==> config.mk <==
export PLATFORM = sky130hd
export DESIGN_NAME = gpio_input_irq
export DESIGN_NICKNAME = d
export VERILOG_FILES = /design/src/rtl/gpio_input_irq.sv
export SDC_FILE = /design/constraint.sdc
export NUM_CORES = 1
export LEC_CHECK = 0
export CAP_MARGIN = 25
export CORE_MARGIN = 4
export CORE_UTILIZATION = 49
export DETAILED_ROUTE_END_ITERATION = 7
export HOLD_SLACK_MARGIN = 0.02
export PLACE_DENSITY = 0.79
export SYNTH_ARGS = -nofsm -noshare
export SYNTH_HDL_FRONTEND = slang
export SYNTH_SLANG_ARGS = --single-unit
==> constraint.sdc <==
create_clock -name clk -period 1.8 [get_ports clk]
set_input_delay 0.36 -clock clk [delete_from_list [all_inputs] [get_ports clk]]
set_output_delay 0.36 -clock clk [all_outputs]
set_load 0.01 [all_outputs]
==> src/rtl/gpio_input_irq.sv <==
// -----------------------------------------------------------------------------
// gpio_input_irq
//
// Purpose:
//   Samples WIDTH asynchronous input pins, qualifies them into a "stable"
//   value, detects rising/falling edges of that stable value and latches
//   enabled edges into a PENDING register that drives a level interrupt.
//
// Register map (address[3:2]):
//   0 DATA    RO   stable pin value
//   1 RISE_EN RW   per-pin rising-edge enable
//   2 FALL_EN RW   per-pin falling-edge enable
//   3 PENDING R/W1C latched edge events
//
// Bus handshake: single-cycle strobes with no wait states. read_data is
//   combinational and valid in the same cycle read=1 (0 otherwise); a write
//   takes effect at the rising edge where write=1. A read in the same cycle as
//   a write returns the pre-write contents.
//
// Ports:
//   clk        clock, all state on rising edge
//   rst_n      synchronous active-low reset
//   read       bus read strobe
//   write      bus write strobe
//   address    register select (only bits [3:2] decoded)
//   write_data write payload
//   read_data  register read value, zero-extended
//   pins       asynchronous external inputs
//   irq        OR of PENDING, driven purely from registers
//
// Configuration:
//   GPIO_INPUT_DEBOUNCE_EN  when defined, a pin must differ from the stable
//   value for DEBOUNCE_CYCLES consecutive synchronized samples before stable
//   follows it. When undefined, stable follows the synchronizer every cycle.
// -----------------------------------------------------------------------------
module gpio_input_irq #(
    parameter int WIDTH           = 20,
    parameter int DEBOUNCE_CYCLES = 4
) (
    input  logic             clk,
    input  logic             rst_n,
    input  logic             read,
    input  logic             write,
    input  logic [31:0]      address,
    input  logic [31:0]      write_data,
    output logic [31:0]      read_data,
    input  logic [WIDTH-1:0] pins,
    output logic             irq
);

    logic [WIDTH-1:0] sync1;
    logic [WIDTH-1:0] sync2;
    logic [WIDTH-1:0] stable;
    logic [WIDTH-1:0] stable_nxt;
    logic [WIDTH-1:0] rise_en;
    logic [WIDTH-1:0] fall_en;
    logic [WIDTH-1:0] pending;
    logic [WIDTH-1:0] rise_evt;
    logic [WIDTH-1:0] fall_evt;
    logic [WIDTH-1:0] pend_set;
    logic [WIDTH-1:0] pend_clr;
    logic [1:0]       reg_sel;
    logic             wr_rise;
    logic             wr_fall;
    logic             wr_pend;

    assign reg_sel = address[3:2];
    assign wr_rise = write && (reg_sel == 2'd1);
    assign wr_fall = write && (reg_sel == 2'd2);
    assign wr_pend = write && (reg_sel == 2'd3);

    // Two-flop synchronizer: nothing downstream ever looks at pins directly.
    always_ff @(posedge clk) begin
        if (!rst_n) begin
            sync1 <= '0;
            sync2 <= '0;
        end else begin
            sync1 <= pins;
            sync2 <= sync1;
        end
    end

`ifdef GPIO_INPUT_DEBOUNCE_EN
    localparam logic [7:0] CNT_MAX = 8'(DEBOUNCE_CYCLES - 1);

    logic [7:0] cnt     [WIDTH];
    logic [7:0] cnt_nxt [WIDTH];

    // The counter measures how long sync2 has disagreed with stable. Any
    // agreement restarts it, so a pulse shorter than DEBOUNCE_CYCLES samples
    // never reaches CNT_MAX and is dropped.
    always_comb begin
        stable_nxt = stable;
        for (int i = 0; i < WIDTH; i++) begin
            cnt_nxt[i] = 8'd0;
            if (sync2[i] != stable[i]) begin
                if (cnt[i] == CNT_MAX) begin
                    stable_nxt[i] = sync2[i];
                end else begin
                    cnt_nxt[i] = cnt[i] + 8'd1;
                end
            end
        end
    end

    always_ff @(posedge clk) begin
        for (int i = 0; i < WIDTH; i++) begin
            if (!rst_n) begin
                cnt[i] <= 8'd0;
            end else begin
                cnt[i] <= cnt_nxt[i];
            end
        end
    end
`else
    assign stable_nxt = sync2;
`endif

    // Edges are taken from the upcoming stable value so that PENDING sets on
    // the same clock edge that stable changes.
    assign rise_evt = ~stable & stable_nxt;
    assign fall_evt = stable & ~stable_nxt;
    assign pend_set = (rise_evt & rise_en) | (fall_evt & fall_en);
    assign pend_clr = wr_pend ? write_data[WIDTH-1:0] : '0;

    always_ff @(posedge clk) begin
        if (!rst_n) begin
            stable  <= '0;
            rise_en <= '0;
            fall_en <= '0;
            pending <= '0;
        end else begin
            stable <= stable_nxt;
            if (wr_rise) begin
                rise_en <= write_data[WIDTH-1:0];
            end
            if (wr_fall) begin
                fall_en <= write_data[WIDTH-1:0];
            end
            // Clear first, then OR in new events: a set on the same edge wins.
            pending <= (pending & ~pend_clr) | pend_set;
        end
    end

    assign irq = |pending;

    always_comb begin
        read_data = '0;
        if (read) begin
            case (reg_sel)
                2'd0:    read_data[WIDTH-1:0] = stable;
                2'd1:    read_data[WIDTH-1:0] = rise_en;
                2'd2:    read_data[WIDTH-1:0] = fall_en;
                default: read_data[WIDTH-1:0] = pending;
            endcase
        end
    end

    // Address bits outside [3:2] and payload bits above WIDTH are don't-care.
    logic unused_bits;
    assign unused_bits = ^{address[31:4], address[1:0], write_data[31:WIDTH]};

endmodule

# After elaboration in Yosys (flattened, before gate mapping)
# Index checks and enable logic that the tools add are counted.
[op_classes]
n_reduce_logical = 5
eq_ne = 3
bitwise = 10
mux = 3
[ops]
columns = ["operator", "n"]
rows = [
  ["$and A20 B20 Y20", 5],
  ["$not A20 Y20", 3],
  ["$pmux W20 S3", 1],
  ["$mux W20", 2],
  ["$or A20 B20 Y20", 2],
  ["$reduce_or A20 Y1", 1],
  ["$eq A2 B2 Y1 const B", 2],
  ["$logic_and A1 B1 Y1", 3],
  ["$eq A2 B1 Y1 const B", 1],
  ["$logic_not A2 Y1", 1],
]
[totals]
ff_bits = 120
out_inout_bits = 33
word_cells = 27
inputBits = 88

# Logic depth before layout (Yosys ltp)
[logic_depth]
word_depth = 6
mapped_depth = 6
depth_no_buf = 3

# Worst setup path after synthesis
# No wires, ideal clock.
[synth_path]
path_kind = "input port to output port"
start = "input address[2]"
end = "output read_data[13]"
n_path_buf = 2
cell_stages = 4
t_required_ns = 1.440
slack_ns = 0.144
t_arrival_ns = 1.296
cell_sequence = "buf_6 > buf_6 > mux4_2 > and2_1"
[synth_between]
elab_chain_len = 3
word_cells_on_any_way = 5
classes_between = "2 x eq/ne; 2 x mux; 1 x reduce/logical"
[synth_rtl]
columns = ["element", "line", "rtl"]
rows = [
  ["start, declared", "44", "input logic [31:0] address,"],
  ["$eq A2 B2 Y1 (tied with other cells)", "150", "case (reg_sel)"],
  ["$pmux W20 S3 (*)", "150", ""],
  ["$mux W20 (*)", "149", "if (read) begin"],
  ["end, declared", "46", "output logic [31:0] read_data,"],
]
# Mark *: on every way between the ends. The rest lies on a longest branch, timed or not.

# Worst setup path in the final report
[layout_path]
start = "register pending[1]"
end = "output read_data[1]"
[layout_between]
elab_chain_len = 2
[layout_rtl]
columns = ["element", "line", "rtl"]
rows = [
  ["start, declared", "57", "logic [WIDTH-1:0] pending;"],
  ["start signal, assigned", "141", "pending <= (pending & ~pend_clr) | pend_set;"],
  ["$pmux W20 S3", "150", ""],
  ["$mux W20", "149", ""],
]
# Every way passes these cells.

==> key figures <==
Status
  – Outcome: finished with violations
  – Failing checks: negative setup slack

Placement
  – Port Buf Inserts: 66
  – Placer's final routability congestion estimate: 0.779
  – Final HPWL DP: 7230 um
  – Worst slack after detailed placement: -0.883 ns
  – Count of placed standard cells including taps: roughly 690

Synth
  – #FFs+latches synth: 120
  – Largest area contributor in the netlist: dfxtp_1
  – Post-synth EDFFs: 0
  – Most common library cells after synthesis: 120 x dfxtp_1, 100 x nand2_1, 80 x and2_1
  – Top post-synthesis cells by area: dfxtp_1 49%, and2_1 10%, a21boi_0 9.1%, mux4_2 8.2%, nand2_1 7.6%
  – Register area share after synthesis: 48.7%
  – Share of flip-flops with an asynchronous set or reset: 0%
  – Top-count cell post-synth: dfxtp_1
  – Number of distinct standard cells referenced by the synthesized netlist: 19
  – Synthesized instance count: 495
  – Synth warnings: 0
  – Summed instance area of the synthesized netlist: just under 0.005 sq mm
  – Share of Yosys cell area claimed by the top area cell type: 48.7%
  – Top flip-flop cell by instance count after synthesis: dfxtp_1
  – Per-instance average area after synthesis: between 9 and 10 sq um

Floorplan
  – Starting density of the core: 50.4%
  – DIE AREA: 0.0117 sq mm
  – Floorplan core area: just under 0.01 sq mm
  – Die boundary height: between 100 and 150 um
  – Number of top-level pins: roughly 120
  – Width of the chip: 108 um
  – Std-Cell Rows: 36

Power
  – Power share of the combinational group: 7.3%
  – Tot Pwr: 6680 uW
  – Seq pwr share: 41.8%
  – Total net switching power: 1510 uW
  – Peak supply drop: 750 uV
  – Part of the power in the clock network: 50.9%
  – Power density cells: 1010 mW/mm^2
  – Cell internal power dissipation: 5170 uW
  – Switching portion of total power: 22.6%
  – Leakage: 0.00257 uW

Timing
  – Pins Over Slew Limit: 0
  – Worst Hold Slack: 0.358 ns
  – Maximum clock frequency: 506 MHz
  – Number of hold violations in the final report: 0
  – Minimum clock period after layout: a little under 2 ns
  – Unrepaired setup endpoints after global routing: yes
  – Endpoints failing setup: 21
  – Worst-case setup margin in the final layout: -0.176 ns
  – Final cycle utilization of the critical path: 110%
  – Final worst clock skew: 0.00802 ns

Critical path
  – Crit path launch type: register
  – Setup CP Type: register to output port
  – Cells along the critical path: mux4_2, and2_1, buf_2
  – Type of element capturing the critical path: output port
  – Endpoint of the most critical register-to-register path: pending[19]$_SDFF_PN0_
  – R2R setup slack: approximately 0.85 ns
  – Critical register-to-register path startpoint: stable[19]$_SDFF_PN0_
  – End of the critical path: read_data[1]
  – Stages on the worst setup path: 3
  – Critical Path RT: 1.44 ns
  – Delay-heaviest family, CP: multiplexers
  – CP max stage cell: mux4_2
  – Reg2reg path depth: 4
  – Critical path data arrival time: ~1.6 ns
  – CP startpoint: pending[1]$_SDFF_PN0_
  – Crit Path Max Fanout: 3
  – Largest stage delay, worst path: between 0.4 and 0.5 ns
  – WP buf/inv: 1

CTS
  – Latest clock arrival within the worst-skew pair: 0.51 ns
  – TritonCTS clock tree: done
  – # H-tree levels: 4
  – Clock input transition at the sequential cells of the worst setup and hold paths: 0.06 ns
  – Clock sink total: 120
  – Inserted Clock Buffers: 17
  – Number of buffers on the longest clock path: 2
  – Clock Root Buffer: clkbuf_8

Global route
  – Wire length of the first global-routing pass: 18900 um
  – Number of global-route vias before repair: just under 4000
  – Global Route Usage Sum: 21.0%
  – Maximum number of pins on one net before global-route repair: 121
  – Initial antenna violation count: 0
  – Total global routing overflow: 0

Layout
  – Number of nets in the layout: 670
  – Share of the core filled with cells: 67.6%
  – Number of diodes added for antenna fixing: 0
  – Synthesis-to-finish area growth: 34.0%
  – Final cell count without fillers: ~730
  – Layout cell share with drive strength beyond 1: between 20 and 30%

Route
  – Routed wirelength normalized by instance count: 16.4 um
  – Number of search-and-repair iterations in the first detailed-routing pass: 5
  – Remaining antenna violation count after routing: 0
  – Total routed wirelength: between 10000 and 15000 um
  – Overall via count from detail_route: 3862
  – Avg Vias per Cell: about 5.3
  – DR DRC count: 0
  – Number of DRC violations after detailed-routing iteration 0: 254

Min path
  – Launch instance of the worst min-delay path: rst_n
  – Hold Path Cell Cnt: 3
  – Worst Hold Class: input port to register

Flow run
  – Max Cap Violations: 0
worst min path at each step:
stage	slack, ns	to
2_1_floorplan	0.41	stable_nxt[16]$_SDFF_PN0_
3_3_place_gp	0.41	stable_nxt[16]$_SDFF_PN0_
3_5_place_dp	0.41	stable_nxt[16]$_SDFF_PN0_
4_1_cts	0.36	pending[9]$_SDFF_PN0_
5_1_grt	0.40	pending[4]$_SDFF_PN0_
6_report	0.36	pending[0]$_SDFF_PN0_
layout by cell type (no fill, tap or decap):
cell / n
nand2_1: 100
dfxtp_1: 86
and2_1: 68
a21boi_0: 60
clkdlybuf4s50_1: 42
dfxtp_2: 28
buf_4: 28
nand3b_1: 22
mux4_2: 20
o21ai_0: 20
o21a_1: 20
clkbuf_16: 16
buf_6: 13
and2_4: 12
conb_1: 12
buf_2: 9
dfxtp_4: 6
clkinvlp_4: 4
nor4_2: 3
clkinv_4: 3
bufinv_16: 3
buf_12: 3
nor4_4: 2
and3b_1: 2
clkbuf_8: 2
inv_6: 2
clkinv_2: 2
bufbuf_16: 2
and3_4: 1
nand3_2: 1
and3_1: 1
buf_16: 1
dlygate4sd2_1: 1
sequential cells by signal, indices dropped and copies added (netlist names):
| signal | cells |
|---|---|
| fall_en | 20 |
| pending | 20 |
| rise_en | 20 |
| stable | 20 |
| stable_nxt | 20 |
| sync1 | 20 |
per-layer routing:
layer	up-vias	routed length (um)	track usage (%)
met5	-	0	0
li1	1834	-	-
met2	165	5890	34.9
met4	0	446	12.7
met1	1827	4810	24.1
met3	36	783	5.79
through the flow:
stage | setup TNS [ns] | area, sq um
floorplan | 0 | 4970
global placement | -21.38 | 5760
detailed placement | -22.57 | 5760
CTS | -3.40 | 6450
global route | -3.86 | 6600
finish | -2.98 | 6600
what timing repair did:
item | 4_1_cts | 5_1_grt
hold buffers | 0 | 0
pin swaps | 22 | 3
resized for setup | 134 | 34
endpoints found under the setup margin | 21 | 21
buffers inserted | 2 | 3
cloned | 3 | 0
worst reg2reg max path, cell delays in order (launching register included):
cell      delay, ns
dfxtp_1        0.35
buf_4          0.12
nand3b_1       0.09
o21ai_0        0.10
o21a_1         0.19
logic make-up (layout without fill, tap and decap cells):
kind of cell,after synthesis,count (layout),share of synthesized area (%)
mux,20,20,9.29
simple gates,212,212,22.5
flops,120,120,48.7
other cells,1,12,0.0761
compound gates,100,100,14.2
buf+inv,42,131,5.20
area by class of cell:
| class | instances | area [sq um] |
|---|---|---|
| clock buffers | 18 | 428 |
| multi-input cells | 344 | 2390 |
| clock inverters | 14 | 174 |
| repair buffers | 99 | 983 |
| fillers | 724 | 3170 |
| flip-flops and latches | 120 | 2460 |
| well taps | 133 | 166 |
power by group through the flow:
stage / sequential (uW) / combinational [uW] / clock, uW
floorplan: 2840 / 254 / 0
detailed placement: 2850 / 444 / 0
global placement: 2850 / 436 / 0
CTS: 2790 / 471 / 3430
global route: 2800 / 529 / 3550
finish: 2790 / 489 / 3400
Power figures use the tool's default switching activity.
